<file path="src/rtl/tx_word_loader_if.sv">
// Word handshake between the digital core (master) and the TX word loader (slave).
interface tx_word_loader_if #(
    parameter int WIDTH = 16
);
    logic [WIDTH-1:0] in_data;
    logic             in_valid;
    logic             in_ready;

    modport master (output in_data, output in_valid, input  in_ready);
    modport slave  (input  in_data, input  in_valid, output in_ready);
endinterface

</file>
<file path="src/rtl/tx_word_loader.sv">
// TX word loader: buffers core words in a small FIFO and feeds one registered
// word per word-clock cycle to the 16:1 mux tree, inserting an idle pattern when starved.
module tx_word_loader #(
    parameter int              WIDTH        = 16,
    parameter int              DEPTH        = 4,
    parameter int              START_LEVEL  = 2,
    parameter logic [WIDTH-1:0] IDLE_PATTERN = 16'h00FF
) (
    input  logic                     clk,
    input  logic                     rst_n,
    input  logic                     en,
    input  logic                     lsb_first,
    tx_word_loader_if.slave          bus,
    output logic [WIDTH-1:0]         dout,
    output logic                     dout_valid,
    output logic [$clog2(DEPTH):0]   level,
    output logic [7:0]               underflow_cnt
);
    localparam int PTR_W = $clog2(DEPTH);
    localparam int LVL_W = PTR_W + 1;

    typedef enum logic [1:0] {IDLE, FILL, STREAM} state_e;

    state_e             state_q, state_d;
    logic [PTR_W-1:0]   wr_ptr_q, wr_ptr_d, rd_ptr_q, rd_ptr_d;
    logic [LVL_W-1:0]   level_q, level_d;
    logic [WIDTH-1:0]   dout_q, dout_d;
    logic               dout_valid_q, dout_valid_d;
    logic [7:0]         ucnt_q, ucnt_d;
    logic [WIDTH-1:0]   mem_q [DEPTH];
    logic [WIDTH-1:0]   mem_d [DEPTH];

    logic               push, pop, flush;
    logic [PTR_W-1:0]   wr_ptr_cur, rd_ptr_cur;
    logic [LVL_W-1:0]   level_cur;
    logic [WIDTH-1:0]   rd_word, rev_word;

    assign bus.in_ready  = rst_n && en && (level_q < LVL_W'(DEPTH));
    assign dout          = dout_q;
    assign dout_valid    = dout_valid_q;
    assign level         = level_q;
    assign underflow_cnt = ucnt_q;

    always_comb begin
        rev_word = '0;
        rd_word  = mem_q[rd_ptr_q];
        for (int i = 0; i < WIDTH; i++) begin
            rev_word[i] = rd_word[WIDTH-1-i];
        end
    end

    // IDLE (or a dropped enable) flushes the FIFO; a push in that same cycle lands in the emptied buffer.
    always_comb begin
        state_d      = state_q;
        ucnt_d       = ucnt_q;
        dout_d       = IDLE_PATTERN;
        dout_valid_d = 1'b0;
        mem_d        = mem_q;

        flush = !en || (state_q == IDLE);
        push  = bus.in_valid && bus.in_ready;
        pop   = en && (state_q == STREAM) && (level_q != '0);

        wr_ptr_cur = flush ? '0 : wr_ptr_q;
        rd_ptr_cur = flush ? '0 : rd_ptr_q;
        level_cur  = flush ? '0 : level_q;

        wr_ptr_d = wr_ptr_cur;
        rd_ptr_d = rd_ptr_cur;
        level_d  = level_cur;

        if (push) begin
            mem_d[wr_ptr_cur] = bus.in_data;
            wr_ptr_d          = wr_ptr_cur + PTR_W'(1);
        end

        if (pop) begin
            rd_ptr_d     = rd_ptr_cur + PTR_W'(1);
            dout_d       = lsb_first ? rd_word : rev_word;
            dout_valid_d = 1'b1;
        end

        case ({push, pop})
            2'b10:   level_d = level_cur + LVL_W'(1);
            2'b01:   level_d = level_cur - LVL_W'(1);
            default: level_d = level_cur;
        endcase

        if (!en) begin
            state_d = IDLE;
        end else begin
            case (state_q)
                IDLE:    state_d = FILL;
                FILL:    if (level_q >= LVL_W'(START_LEVEL)) state_d = STREAM;
                STREAM: begin
                    if (level_q == '0) begin
                        state_d = FILL;
                        if (ucnt_q != 8'hFF) ucnt_d = ucnt_q + 8'd1;
                    end
                end
                default: state_d = IDLE;
            endcase
        end
    end

    always_ff @(posedge clk or negedge rst_n) begin
        if (!rst_n) begin
            state_q      <= IDLE;
            wr_ptr_q     <= '0;
            rd_ptr_q     <= '0;
            level_q      <= '0;
            dout_q       <= IDLE_PATTERN;
            dout_valid_q <= 1'b0;
            ucnt_q       <= 8'd0;
        end else begin
            state_q      <= state_d;
            wr_ptr_q     <= wr_ptr_d;
            rd_ptr_q     <= rd_ptr_d;
            level_q      <= level_d;
            dout_q       <= dout_d;
            dout_valid_q <= dout_valid_d;
            ucnt_q       <= ucnt_d;
        end
    end

    // Storage needs no reset; occupancy is tracked by the pointers and level.
    always_ff @(posedge clk) begin
        mem_q <= mem_d;
    end
endmodule
</file>
<file path="src/flat_wrapper.sv">
// flat-port wrapper written by rule: the top's interface ports become plain ports
module tx_word_loader_flat 
#(
    parameter int              WIDTH        = 16,
    parameter int              DEPTH        = 4,
    parameter int              START_LEVEL  = 2,
    parameter logic [WIDTH-1:0] IDLE_PATTERN = 16'h00FF
)
  (clk, rst_n, en, lsb_first, dout, dout_valid, level, underflow_cnt, bus_in_data, bus_in_valid, bus_in_ready);
  tx_word_loader_if #(.WIDTH(WIDTH)) bus_i ();
  input  logic clk;
  input  logic rst_n;
  input  logic en;
  input  logic lsb_first;
  output logic [WIDTH-1:0] dout;
  output logic dout_valid;
  output logic [$clog2(DEPTH):0] level;
  output logic [7:0] underflow_cnt;
  input wire logic [$bits(bus_i.in_data)-1:0] bus_in_data;
  input wire logic [$bits(bus_i.in_valid)-1:0] bus_in_valid;
  output wire logic [$bits(bus_i.in_ready)-1:0] bus_in_ready;
  assign bus_i.in_data = bus_in_data;
  assign bus_i.in_valid = bus_in_valid;
  assign bus_in_ready = bus_i.in_ready;
  tx_word_loader #(.WIDTH(WIDTH), .DEPTH(DEPTH), .START_LEVEL(START_LEVEL), .IDLE_PATTERN(IDLE_PATTERN)) u_core (.clk(clk), .rst_n(rst_n), .en(en), .lsb_first(lsb_first), .bus(bus_i), .dout(dout), .dout_valid(dout_valid), .level(level), .underflow_cnt(underflow_cnt));
endmodule
</file>
<file path="config.mk">
export PLATFORM = sky130hd
export DESIGN_NAME = tx_word_loader_flat
export DESIGN_NICKNAME = d
export VERILOG_FILES = /design/src/rtl/tx_word_loader_if.sv /design/src/rtl/tx_word_loader.sv /design/src/flat_wrapper.sv
export SDC_FILE = /design/constraint.sdc
export NUM_CORES = 1
export LEC_CHECK = 0
export CORE_ASPECT_RATIO = 0.7
export CORE_MARGIN = 3
export CORE_UTILIZATION = 25
export DETAILED_ROUTE_END_ITERATION = 10
export DONT_BUFFER_PORTS = 1
export GPL_TIMING_DRIVEN = 0
export SETUP_SLACK_MARGIN = 0.5
export SYNTH_ARGS = -nofsm -noshare
export SYNTH_HDL_FRONTEND = slang
export SYNTH_SLANG_ARGS = --single-unit
</file>
<file path="constraint.sdc">
create_clock -name clk -period 3.2 [get_ports clk]
set_clock_uncertainty 0.05 [all_clocks]
set_input_delay 0.8 -clock clk [delete_from_list [all_inputs] [get_ports clk]]
set_output_delay 0.8 -clock clk [all_outputs]
set_load 0.03 [all_outputs]
</file>
Word-level counts from Yosys, hierarchy flattened --
Index checks and enable logic that the tools add are counted.
Storage, ports and cells: flip-flop bits (word level) 98, latch bits 0, memory bits (read-only) 0, word-level logic and storage cells 62, input port bits 21, memories kept 0, memory bits (writable) 0
Operators by class: add/subtract/negate cells 5, multiplexer cells 19, $mul 0, bitwise logic cells 2, div/mod/pow operators 0, order comparisons 5, reduce and logical (&&, ||, !) cells 13, shift-type cells 0, equality and inequality tests 7
Operators with widths (count):
- 2-to-1 mux 16 bit | 5
- bitwise mux 64 bit | 1
- binary-select mux 16 bit (select 2 bit) | 1
- demux 16 bit (select 2 bit) | 1
- 2-to-1 mux 2 bit | 7
- adder 8 x 1 -> 8 bit (second input constant) | 1
- != test 8 bit (second input constant) | 1
- >= comparator 3 bit (second input constant) | 2
- logical AND 1 bit | 6
- NOT 2 -> 3 bit | 2
- one-hot mux 2 bit (3 select lines) | 1
- one-hot mux 3 bit (2 select lines) | 1
- adder 2 x 1 -> 2 bit (second input constant) | 2
- == test 2 x 1 -> 1 bit (second input constant) | 2
- == test 2 bit (second input constant) | 2
- AND reduction 4 bit | 1
- adder 3 x 1 -> 3 bit (second input constant) | 1
- >= comparator 3 x 2 -> 1 bit (second input constant) | 1
- logical NOT 3 bit | 1
- < comparator 3 x 1 -> 1 bit (second input constant) | 1
- < comparator 3 bit (second input constant) | 1
- 2-to-1 mux 3 bit | 1
- != test 3 x 2 -> 1 bit (second input constant) | 1
- != test 3 bit (second input constant) | 1
- other kinds (7) | 7

Logic depth before layout (Yosys ltp) --
word-level depth 9, gate-level depth with buffers 10

Least setup slack after synthesis --
OpenSTA, ideal clock, no wires.
path type input to register, start point input port en, end point register u_core.level_q[1], in the netlist u_core.level[1], data arrival time 2.280 ns, setup slack 0.788 ns, data required time 3.067 ns, stages on the path 7, cells stage by stage nand2_1 > nor3b_1 > inv_1 > ha_1 > inv_1 > fa_1 > o21ai_0
On the way: word-level cells in the longest chain between the ends 5, elaborated cells between the ends (all ways) 13
Ends and longest elaborated chain:
- start: declaration | line flat_wrapper.sv:13 | input logic en;
- logical NOT 1 bit or logical AND 1 bit (tied branches) | line tx_word_loader.sv:60, tx_word_loader.sv:38
- logical OR 1 bit or logical AND 1 bit (tied branches) | line tx_word_loader.sv:60, tx_word_loader.sv:38
- 2-to-1 mux 3 bit or logical AND 1 bit (tied branches) | line tx_word_loader.sv:66, tx_word_loader.sv:61
- subtractor 3 x 1 -> 3 bit (tied with other cells) | line tx_word_loader.sv:85 | 2'b01: level_d = level_cur - LVL_W'(1);
- one-hot mux 3 bit (2 select lines) (*) | line tx_word_loader.sv:83 | case ({push, pop})
- net u_core.level_d[1] | line tx_word_loader.sv:26 | logic [LVL_W-1:0] level_q, level_d;
- end signal: assignment | line tx_word_loader.sv:119 | level_q <= level_d;
- end: declaration | line tx_word_loader.sv:26
The timed path passes the listed nets; every way through them passes the cells marked *. A chain may end at the register's enable or synchronous reset.

Final worst setup path --
start point input port rst_n, end point register u_core.mem_q[17] (netlist bit) (enable)
On the way: word-level cells in the longest chain between the ends 3
Ends and longest elaborated chain:
- start: declaration | line flat_wrapper.sv:12 | input logic rst_n;
- logical AND 1 bit (2 in a row) | line tx_word_loader.sv:38 | assign bus.in_ready = rst_n && en && (level_q < LVL_W'(DEPTH));
- logical AND 1 bit | line tx_word_loader.sv:61 | push = bus.in_valid && bus.in_ready;
- end signal: assignment | line tx_word_loader.sv:128 | mem_q <= mem_d;
- end: declaration | line tx_word_loader.sv:30 | logic [WIDTH-1:0] mem_q [DEPTH];
Every way passes these cells.

==> impl_metrics.tcl <==
set metrics [dict create \
    die_w_um 158.1 \
    cts_tree "yes" \
    crit_chain "nand2_1 -> nor3b_1 -> and2_1" \
    crit_path_top_delay_cell "and2_1" \
    ios 50 \
    drv_slew 0 \
    worst_pin_slew_ps 922.4 \
    grt_usage_pct 10.54 \
    finalSetupTns_ps 0 \
    nFillCells 1592 \
    r2r_cells 2 \
    cp.arrival_ps 2370 \
    synth_edf_count 64 \
    synth_ff_type "edfxtp_1" \
    final_util_pct 29.34 \
    cp.depth 3 \
    cp_max_fo 35 \
    synth-seq-cells 98 \
    nets 310 \
    synth-xor-area-share_pct 1.948 \
    crit_path_end_kind "register" \
    syn_nets 299 \
    clock_sinks 98 \
    clock_latency_ps 350 \
    layout-drive-gt1-share_pct 25.09 \
    die_area_mm2 0.01777 \
    first_iter_violations 185 \
    clock_path_buffers 2 \
    slowest_delay_ps 840 \
    relSlewSlack_pct 38.51 \
    dpl.hpwl_um 6268 \
    path_buf_inv 0 \
    hold_viol_final 0 \
    layout_commonest_cell "edfxtp_1" \
    synthDistinctLibCells 40 \
    instances_no_fill 487 \
    required_ps 3120 \
    path_class "in2reg" \
    preCtsSetupSlack_ps 267.1 \
    path_delay_family "simple AND/OR/NAND/NOR gates" \
    first_pass_iters 5 \
    placed_area_mm2 0.004297 \
    fmax_ghz 0.4081 \
    synth_top_family_by_area "multiplexers" \
    avgRoutedWirePerCell_um 18.69 \
    crit_start "rst_n" \
    numCtsBuffers 9 \
    outcome "completed" \
    place_inst 471 \
    hp-class "in2async" \
    ys_seq_area_share_pct 68.77 \
    yosysTopAreaCellShare_pct 47.50 \
    yosys_warnings 0 \
    initial_core_util_pct 25.79 \
    post_cts_buffers 0 \
    layout_common_cells "64 x edfxtp_1, 34 x mux2_2, 33 x o22ai_1" \
    reg2reg_from "u_core.level[2]" \
    rsz0062_at_grt "no" \
    finalSetupViolations 0 \
    synth_adder_area_share_pct 2.350 \
    dieHeight_um 112.4 \
    period_minus_slack_ps 2450 \
    grt_max_degree 36 \
    maxCapViolCount 0 \
    synth.largest_area_cell "edfxtp_1" \
    period_share_pct 76.57 \
    synth_area_leaders "edfxtp_1 47%, dfrtp_1 16%, mux2_2 9.5%" \
    synth.area.mux_share_pct 9.833 \
    ant_nets 0 \
    port_buffers 0 \
    gr-total-overflow 0 \
    syn_area_mm2 0.004046 \
    wl_um 9100 \
    worst_setup_path_start_kind "primary input" \
    syn-instance-count 271 \
    vias 2303 \
    htree_levels 3 \
    core_mm2 0.01569 \
    antenna_found_initial 0 \
    synth-simple-area-share_pct 7.236 \
    cts_root_buffer "clkbuf_16" \
    grt_pass1_wl_um 13690 \
    grt_pass1_vias 2320 \
    num_antenna_cells 0 \
    async_reset_ff_share_pct 34.69 \
    vias_per_cell 4.729 \
    stdcell_area_mm2 0.004603 \
    holdBufCountCts 0 \
    cellPowerDensity_mw_per_mm2 537.5 \
    ir_drop_mv 0.2631 \
    layout_setup_ws_ps 749.7 \
    synth.avg_cell_area_um2 14.93 \
    synth_compound_area_share_pct 8.009 \
    gp_congestion 0.7997 \
    area_growth_pct 13.76 \
    drc 0 \
    power.leakage_uw 0.001562 \
    clk_pin_slew_ps 70 \
    row_count 38 \
]
-- cell usage after synthesis (2+ instances only) --
library cell,number
nor2_1,3
buf_2,3
edfxtp_1,64
mux2_2,34
and2_1,5
o21ai_0,10
o21a_1,4
dfstp_2,8
inv_1,4
nor2b_1,3
dfrtp_1,26
clkbuf_1,7
nand2b_1,2
xnor2_1,7
nor3_1,8
and4_1,2
nand3_1,5
nand2_1,16
ha_1,6
o22ai_1,33
xor2_1,2
-- cell families (layout without fill, tap and decap cells) --
kind of cell               count (synthesis)  count (layout)
AOI/OAI and AO/OA                         52              52
xor gates and xnor gates                   9               9
adders and majority gates                  7               7
buffers and inverters                     17              33
DFF                                       98              98
muxes                                     35              35
and+or+nand+nor                           53              53
-- routing by layer --
| layer | wire (µm) | vias to the layer above | GRT usage [%] |
|---|---|---|---|
| met5 | 0 | - | 0 |
| met4 | 65 | 0 | 2.521 |
| li1 | - | 1046 | - |
| met1 | 4073 | 1150 | 14.77 |
| met3 | 880 | 5 | 4.509 |
| met2 | 4081 | 102 | 15.11 |
-- final timing paths --
path / end / slack [ps]
min: u_core.dout[15] / 90
max in group asynchronous: u_core.dout[1] / 2810
max reg2reg: u_core.mem_q[17] / 750
min reg2reg: u_core.wr_ptr_q[0] / 570
max: u_core.mem_q[17] / 750
min in group clk: u_core.mem_q[25] / 490
-- layout make-up --
cell class / count / area (µm²) / area share (%)
Sequential cell: 98 / 2786 / 60.53
Multi-Input combinational cell: 156 / 1196 / 25.99
Tap cell: 200 / 250.2 / 5.436
Clock buffer: 9 / 225.2 / 4.893
Clock inverter: 7 / 65.06 / 1.413
Buffer: 12 / 56.30 / 1.223
Inverter: 5 / 23.77 / 0.5164
-- where the power goes --
part           switching [µW]  internal (µW)  leakage (µW)
Sequential               9.12           1360       0.00102
Clock                     503            549      0.000141
Combinational            30.6           19.7      0.000405
-- metrics by stage --
stage	total power, µW	hold WS [ps]
floorplan	1436	454.4
global route	2562	72.49
global placement	1447	455.4
CTS	2506	76.76
finish	2474	93.78
detailed placement	1449	455.4
-- registers in the layout, summed over array words and instances (netlist names) --
register / flops
u_core.mem_q: 64
u_core.dout: 16
u_core.underflow_cnt: 8
u_core.level: 3
u_core.rd_ptr_q: 2
u_core.state_q: 2
u_core.wr_ptr_q: 2
u_core.dout_valid: 1
-- timing repair --
| item | 4_1_cts | 5_1_grt |
|---|---|---|
| gates cloned | 0 | 0 |
| setup endpoints to repair | 2 | 2 |
| resized for setup | 2 | 5 |
| pin swaps | 0 | 0 |
No activity file was read; power rests on OpenSTA's default activity.
